`src/rtl/uart_lcd_text_buffer_if.sv`:
```
// UART receiver to text buffer handshake: level-valid byte plus one-cycle read pulse.
interface uart_lcd_text_buffer_if;
  logic [7:0] rx_data;
  logic       rx_valid;
  logic       rx_read_en;

  modport master (output rx_data, output rx_valid, input rx_read_en);
  modport slave  (input rx_data, input rx_valid, output rx_read_en);
endinterface

```
`src/rtl/uart_lcd_text_buffer.sv`:
```
// 2x16 LCD character frame fed from the UART: printable ASCII plus CR, LF, BS, FF.
// state   | meaning
// S_IDLE  | waiting for rx_valid, latch byte into cmd
// S_EXEC  | acknowledge byte, execute cmd
// S_CLEAR | blank one cell per cycle after FF
// S_DRAIN | wait for rx_valid to drop before accepting again
module uart_lcd_text_buffer #(
  parameter int          ROWS  = 2,
  parameter int          COLS  = 16,
  parameter logic [7:0]  BLANK = 8'h20
) (
  input  logic                   clk,
  input  logic                   reset,
  uart_lcd_text_buffer_if.slave  rx,
  input  logic [4:0]             rd_addr,
  output logic [7:0]             rd_char,
  output logic                   dirty,
  input  logic                   dirty_clr,
  output logic                   cursor_row,
  output logic [3:0]             cursor_col,
  output logic [1:0]             debug_state
);

  localparam int         CELLS    = ROWS * COLS;
  localparam logic [4:0] LAST_IDX = 5'(CELLS - 1);
  localparam logic [3:0] LAST_COL = 4'(COLS - 1);

  typedef enum logic [1:0] {
    S_IDLE  = 2'd0,
    S_EXEC  = 2'd1,
    S_CLEAR = 2'd2,
    S_DRAIN = 2'd3
  } state_t;

  state_t     state;
  logic [7:0] cmd;
  logic [4:0] clr_idx;
  logic       read_en_q;
  logic [7:0] frame [CELLS];

  assign rx.rx_read_en = read_en_q;
  assign debug_state   = state;

  always_ff @(posedge clk or negedge reset) begin
    if (!reset) begin
      state      <= S_IDLE;
      read_en_q  <= 1'b0;
      dirty      <= 1'b0;
      cursor_row <= 1'b0;
      cursor_col <= 4'd0;
      cmd        <= 8'h00;
      clr_idx    <= 5'd0;
      rd_char    <= BLANK;
      for (int i = 0; i < CELLS; i++) frame[i] <= BLANK;
    end else begin
      // Non-blocking read gives read-before-write on a same-cell collision.
      rd_char <= frame[rd_addr];
      if (dirty_clr) dirty <= 1'b0;

      case (state)
        S_IDLE: begin
          read_en_q <= 1'b0;
          if (rx.rx_valid) begin
            cmd       <= rx.rx_data;
            read_en_q <= 1'b1;
            state     <= S_EXEC;
          end
        end

        S_EXEC: begin
          read_en_q <= 1'b0;
          state     <= S_DRAIN;
          if (cmd >= 8'h20 && cmd <= 8'h7E) begin
            frame[{cursor_row, cursor_col}] <= cmd;
            dirty <= 1'b1;
            if (cursor_col == LAST_COL) begin
              cursor_col <= 4'd0;
              cursor_row <= ~cursor_row;
            end else begin
              cursor_col <= cursor_col + 4'd1;
            end
          end else if (cmd == 8'h0D) begin
            cursor_col <= 4'd0;
          end else if (cmd == 8'h0A) begin
            cursor_col <= 4'd0;
            cursor_row <= ~cursor_row;
          end else if (cmd == 8'h08) begin
            if (cursor_col != 4'd0) begin
              cursor_col <= cursor_col - 4'd1;
              frame[{cursor_row, cursor_col - 4'd1}] <= BLANK;
              dirty <= 1'b1;
            end
          end else if (cmd == 8'h0C) begin
            cursor_row <= 1'b0;
            cursor_col <= 4'd0;
            clr_idx    <= 5'd0;
            dirty      <= 1'b1;
            state      <= S_CLEAR;
          end
        end

        S_CLEAR: begin
          read_en_q      <= 1'b0;
          frame[clr_idx] <= BLANK;
          clr_idx        <= clr_idx + 5'd1;
          if (clr_idx == LAST_IDX) state <= S_DRAIN;
        end

        S_DRAIN: begin
          read_en_q <= 1'b0;
          if (!rx.rx_valid) state <= S_IDLE;
        end

        default: begin
          read_en_q <= 1'b0;
          state     <= S_IDLE;
        end
      endcase
    end
  end

endmodule
```
`src/flat_wrapper.sv`:
```
// flat-port wrapper written by rule: the top's interface ports become plain ports
module uart_lcd_text_buffer_flat 
#(
  parameter int          ROWS  = 2,
  parameter int          COLS  = 16,
  parameter logic [7:0]  BLANK = 8'h20
)
  (clk, reset, rd_addr, rd_char, dirty, dirty_clr, cursor_row, cursor_col, debug_state, rx_rx_data, rx_rx_valid, rx_rx_read_en);
  uart_lcd_text_buffer_if rx_i ();
  input  logic clk;
  input  logic reset;
  input  logic [4:0] rd_addr;
  output logic [7:0] rd_char;
  output logic dirty;
  input  logic dirty_clr;
  output logic cursor_row;
  output logic [3:0] cursor_col;
  output logic [1:0] debug_state;
  input wire logic [$bits(rx_i.rx_data)-1:0] rx_rx_data;
  input wire logic [$bits(rx_i.rx_valid)-1:0] rx_rx_valid;
  output wire logic [$bits(rx_i.rx_read_en)-1:0] rx_rx_read_en;
  assign rx_i.rx_data = rx_rx_data;
  assign rx_i.rx_valid = rx_rx_valid;
  assign rx_rx_read_en = rx_i.rx_read_en;
  uart_lcd_text_buffer #(.ROWS(ROWS), .COLS(COLS), .BLANK(BLANK)) u_core (.clk(clk), .reset(reset), .rx(rx_i), .rd_addr(rd_addr), .rd_char(rd_char), .dirty(dirty), .dirty_clr(dirty_clr), .cursor_row(cursor_row), .cursor_col(cursor_col), .debug_state(debug_state));
endmodule
```
`config.mk`:
```
export PLATFORM = sky130hd
export DESIGN_NAME = uart_lcd_text_buffer_flat
export DESIGN_NICKNAME = d
export VERILOG_FILES = /design/src/rtl/uart_lcd_text_buffer_if.sv /design/src/rtl/uart_lcd_text_buffer.sv /design/src/flat_wrapper.sv
export SDC_FILE = /design/constraint.sdc
export NUM_CORES = 1
export LEC_CHECK = 0
export BUFFER_PORTS_ARGS = -buffer_cell sky130_fd_sc_hd__buf_2
export CAP_MARGIN = 0
export CORE_ASPECT_RATIO = 1.75
export CORE_UTILIZATION = 35
export CTS_BUF_LIST = sky130_fd_sc_hd__clkbuf_4
export CTS_CLUSTER_DIAMETER = 150
export DETAILED_ROUTE_END_ITERATION = 7
export PLACE_DENSITY = 0.47
export SYNTH_ARGS = -nofsm -noshare
export SYNTH_HDL_FRONTEND = slang
export SYNTH_SLANG_ARGS = --single-unit
```
`constraint.sdc`:
```
create_clock -name clk -period 5 [get_ports clk]
set_input_delay 0.25 -clock clk [delete_from_list [all_inputs] [get_ports clk]]
set_output_delay 0.25 -clock clk [all_outputs]
set_load 0.01 [all_outputs]
```
==> summary.md <==
| Metric | Value |
|---|---|
| TritonRoute pass-1 iters | `6` |
| Initial antenna violation count | `2` |
| Setup clock skew after layout | `71.8 ps` |
| Internal power component | `5.31 mW` |
| Setup crit end kind | `flip-flop` |
| Number of global-route vias before repair | `13287` |
| Number of distinct library cells after synthesis | `71` |
| Post-Syn Instances | `1373` |
| Worst Hold Slack | `162 ps` |
| Proportion of power drawn by combinational gates | `50.6%` |
| Ys async rst share | `100%` |
| Number of warnings printed during yosys synthesis | `0` |
| Routability Congestion | `0.968` |
| Final Slew Violations | `0` |
| CP Class | `flip-flop to flip-flop` |
| Post-detailed-route count of antenna-violating nets | `0` |
| Clock latency on the worst-skew pair | `790 ps` |
| Synth top area share | `41.8%` |
| Result of the run | `completed` |
| Routed Wire Length | `61500 um` |
| Total clock buffers created by CTS | `74` |
| Met3 usage | `5.35%` |
| Avg Vias per Cell | `6.23` |
| GR Util met2 | `47.8%` |
| Leakage power | `7.10 nW` |
| Final-layout setup total negative slack | `0 ps` |
| Final period util | `75.3%` |
| Switching power total | `5.40 mW` |
| Post-synth EDFFs | `0` |
| Number of hold violations in the final report | `0` |
| Layer with the highest usage | `met2` |
| Share of final-layout standard cells stronger than drive strength 1 | `23.3%` |
| Global routing usage on met1 | `31.7%` |
| Maximum number of pins on one net before global-route repair | `118` |
| Initial cell density of the core | `35.6%` |
| Number of register bits inferred by synthesis | `286` |
| Placed cells | `1913` |
| Critical Path Most Common Cell | `sky130_fd_sc_hd__buf_4` |
| Number of fill cells | `4251` |
| Total of cells resized after clock tree synthesis | `0` |
| Worst path max stage delay | `690 ps` |
| Design Power | `10.7 mW` |
| 1st-iter DRT viols | `1150` |
| Layout-stage area growth over the synthesis result | `12.7%` |
| Count of boundary I/O pins | `34` |
| Core utilization of the finished layout | `40.1%` |
| TritonCTS clock tree | `done` |
| GR Util All Layers | `28.4%` |
| Overall via count from detail_route | `12833` |
| Final critical-path required period | `3760 ps` |
| Most instantiated flip-flop cell in the synthesis netlist | `sky130_fd_sc_hd__dfrtp_1` |
| Max-Slew Margin vs Limit | `15.1%` |
| Die area | `44100 um^2` |
| Hpwl dp | `43100 um` |
| Worst IR Drop VDD | `680 uV` |
| Maximum fanout count along the critical path | `16` |
| Mapped Area | `15100 um^2` |
| Maximum level of the CTS H-tree | `3` |
| Sequence of cells on the critical path | `inv_1, ha_1, nor3b_1, o31a_1, buf_4, a21oi_2, buf_4, o2111ai_1, and2_1` |
| Max-cap violations | `0` |
| Switching portion of total power | `50.4%` |
| Final setup viols | `0` |
| Number of clock sinks seen by CTS | `286` |
| Clock root buffer master | `sky130_fd_sc_hd__clkbuf_4` |
| Number of placement rows | `100` |
| Power density relative to cell area | `628 nW/um^2` |
| Die Span Y | `277 um` |
| Fmax | `266 MHz` |
| Critical-path cell with the highest stage delay | `sky130_fd_sc_hd__a21oi_2` |
| Layout Nets | `1474` |
| Setup repair after global routing missed its margin | `no` |
| Largest area contributor in the synthesized netlist | `sky130_fd_sc_hd__dfrtp_1` |
| IO Port Bufs | `33` |
| Critical path required time | `5670 ps` |
| Power share of the clock group | `20.4%` |
| Slew @ Worst Pin | `1260 ps` |
| Wire length of the first global-routing pass | `91000 um` |
| Sequential fraction of the synthesis area | `47.5%` |
| Top area cells in the synthesized netlist | `sky130_fd_sc_hd__dfrtp_1 42%, sky130_fd_sc_hd__mux4_2 12%, sky130_fd_sc_hd__dfstp_2 5.7%` |
| Post-Syn Area per Cell | `11.0 um^2` |
| Part of the total power dissipated in sequential elements | `29.0%` |
| GR Overflow Total | `0` |
| Arrival time reported for the critical path endpoint | `4440 ps` |
| Clock Tree Buf Depth | `3` |
| Total setup buffers inserted after CTS | `0` |
| Worst Setup Start Kind | `flip-flop` |
| Cell Count, Final, Fillers Out | `2060` |
| Reg clk slew, reported paths | `80 ps` |
| Routed WL per cell | `29.9 um` |
| Post-Synthesis Net Count | `1407` |
| Die outline width | `159 um` |
| Area of the core region | `42500 um^2` |
| Count of hold-fix buffers inserted at cts | `12` |
| Type of the most critical hold path | `primary input to async pin` |
| Number of design rule violations left after detail routing | `0` |
-- power groups by stage --
| stage | Sequential [mW] | Clock [mW] | Combinational, mW |
|---|---|---|---|
| 4_1_cts | 3.09 | 2.24 | 5.30 |
| 3_5_place_dp | 3.13 | 0 | 5.28 |
| 5_1_grt | 3.14 | 2.35 | 5.68 |
| 3_3_place_gp | 3.12 | 0 | 5.27 |
| 2_1_floorplan | 2.95 | 0 | 3.21 |
| 6_report | 3.10 | 2.18 | 5.43 |
-- critical path: cells and delay by family, from the launching register on --
kind,cells,cell delay (ps)
flops,1,570
compound gates,3,1440
simple gates,2,540
buf+inv,3,730
fa+ha+maj,1,350
-- synthesized netlist by cell type (all sizes together) (3+ instances only) --
library cell / n
a211oi: 3
a21o: 4
a21oi: 52
a22o: 66
a22oi: 3
a31oi: 33
a32o: 6
a41oi: 4
and2: 43
and3: 11
buf: 28
clkbuf: 61
dfrtp: 253
dfstp: 33
ha: 17
inv: 22
mux2: 15
mux2i: 4
mux4: 80
nand2: 135
nand2b: 14
nand3: 30
nand4: 6
nand4b: 3
nor2: 86
nor2b: 11
nor3: 19
nor3b: 4
o2111ai: 9
o211a: 6
o211ai: 3
o21a: 19
o21ai: 127
o21bai: 6
o221ai: 9
o22a: 3
o22ai: 11
o2bb2ai: 97
o31ai: 3
or2: 5
or3: 6
or4: 3
-- final timing paths --
check | from | end | slack (ps) | cells after the start
worst min-delay path | reset | u_core.frame[12]$_DFFE_PN0P_ | 160 | 2
worst min register to register | u_core.frame[174]$_DFFE_PN0P_ | u_core.frame[174]$_DFFE_PN0P_ | 480 | 2
min in group clk | dirty_clr | u_core.dirty$_DFF_PN0_ | 190 | 3
max in group asynchronous | reset | u_core.cmd[3]$_DFFE_PN0P_ | 3610 | 3
worst max-delay path | u_core.cursor_col[0]$_DFFE_PN0P_ | u_core.frame[207]$_DFFE_PN0P_ | 1240 | 9
worst max register to register | u_core.cursor_col[0]$_DFFE_PN0P_ | u_core.frame[207]$_DFFE_PN0P_ | 1240 | 9
-- final cells by class --
type | instances | area, um^2 | area share, %
multi-input cells | 976 | 7510 | 44.0
flip-flops and latches | 286 | 7200 | 42.2
clock buffers | 116 | 871 | 5.10
well taps | 561 | 702 | 4.11
repair buffers | 80 | 573 | 3.36
clock inverters | 18 | 120 | 0.704
inverters | 22 | 82.6 | 0.484
diodes | 1 | 2.50 | 0.0147
-- per-stage QoR --
stage	cell area (um^2)	setup WS, ps
floorplan	15100	2360
global placement	15900	1400
detailed placement	15900	1310
CTS	17100	1280
global route	17100	1010
finish	17100	1240
-- layout by cell type, fill, tap and decap left out, types with 16 or more instances in the layout --
cell type and instances:
sky130_fd_sc_hd__buf_2 31, sky130_fd_sc_hd__and2_1 43, sky130_fd_sc_hd__o2bb2ai_1 97, sky130_fd_sc_hd__nor2_1 80, sky130_fd_sc_hd__mux4_2 80, sky130_fd_sc_hd__clkbuf_4 116, sky130_fd_sc_hd__nor3_1 17, sky130_fd_sc_hd__buf_4 35
sky130_fd_sc_hd__a21oi_1 51, sky130_fd_sc_hd__ha_1 16, sky130_fd_sc_hd__inv_1 22, sky130_fd_sc_hd__nand2_1 134, sky130_fd_sc_hd__dfrtp_1 253, sky130_fd_sc_hd__a22o_1 66, sky130_fd_sc_hd__o21a_1 19, sky130_fd_sc_hd__dfstp_2 33
sky130_fd_sc_hd__nand3_1 29, sky130_fd_sc_hd__o21ai_0 119, sky130_fd_sc_hd__a31oi_1 33
-- state kept, by name (all words and copies together) (netlist names) --
name                  cells
u_core.cmd                8
u_core.cursor_row         1
u_core.rd_char            8
u_core.rx.rx_read_en      1
u_core.frame            256
u_core.clr_idx            5
u_core.debug_state        2
u_core.cursor_col         4
u_core.dirty              1
-- cell families (layout without fill, tap and decap cells) --
family | count (synthesis) | after routing | share of synthesized area, %
other | 0 | 1 | 0
buffers and inverters | 111 | 236 | 2.91
AOI/OAI and AO/OA | 478 | 478 | 22.4
muxes | 99 | 99 | 13.3
DFF | 286 | 286 | 47.5
adders and majority gates | 17 | 17 | 1.40
and+or+nand+nor | 382 | 382 | 12.5
-- layer usage --
| metal | routed length (um) | share of wire, % | vias to the layer above |
|---|---|---|---|
| li1 | - | - | 5436 |
| met1 | 22300 | 36 | 6531 |
| met2 | 30100 | 49 | 637 |
| met3 | 3810 | 6.2 | 227 |
| met4 | 5240 | 8.5 | 2 |
| met5 | 13 | 0.021 | - |
No activity file was read; power rests on OpenSTA's default activity.
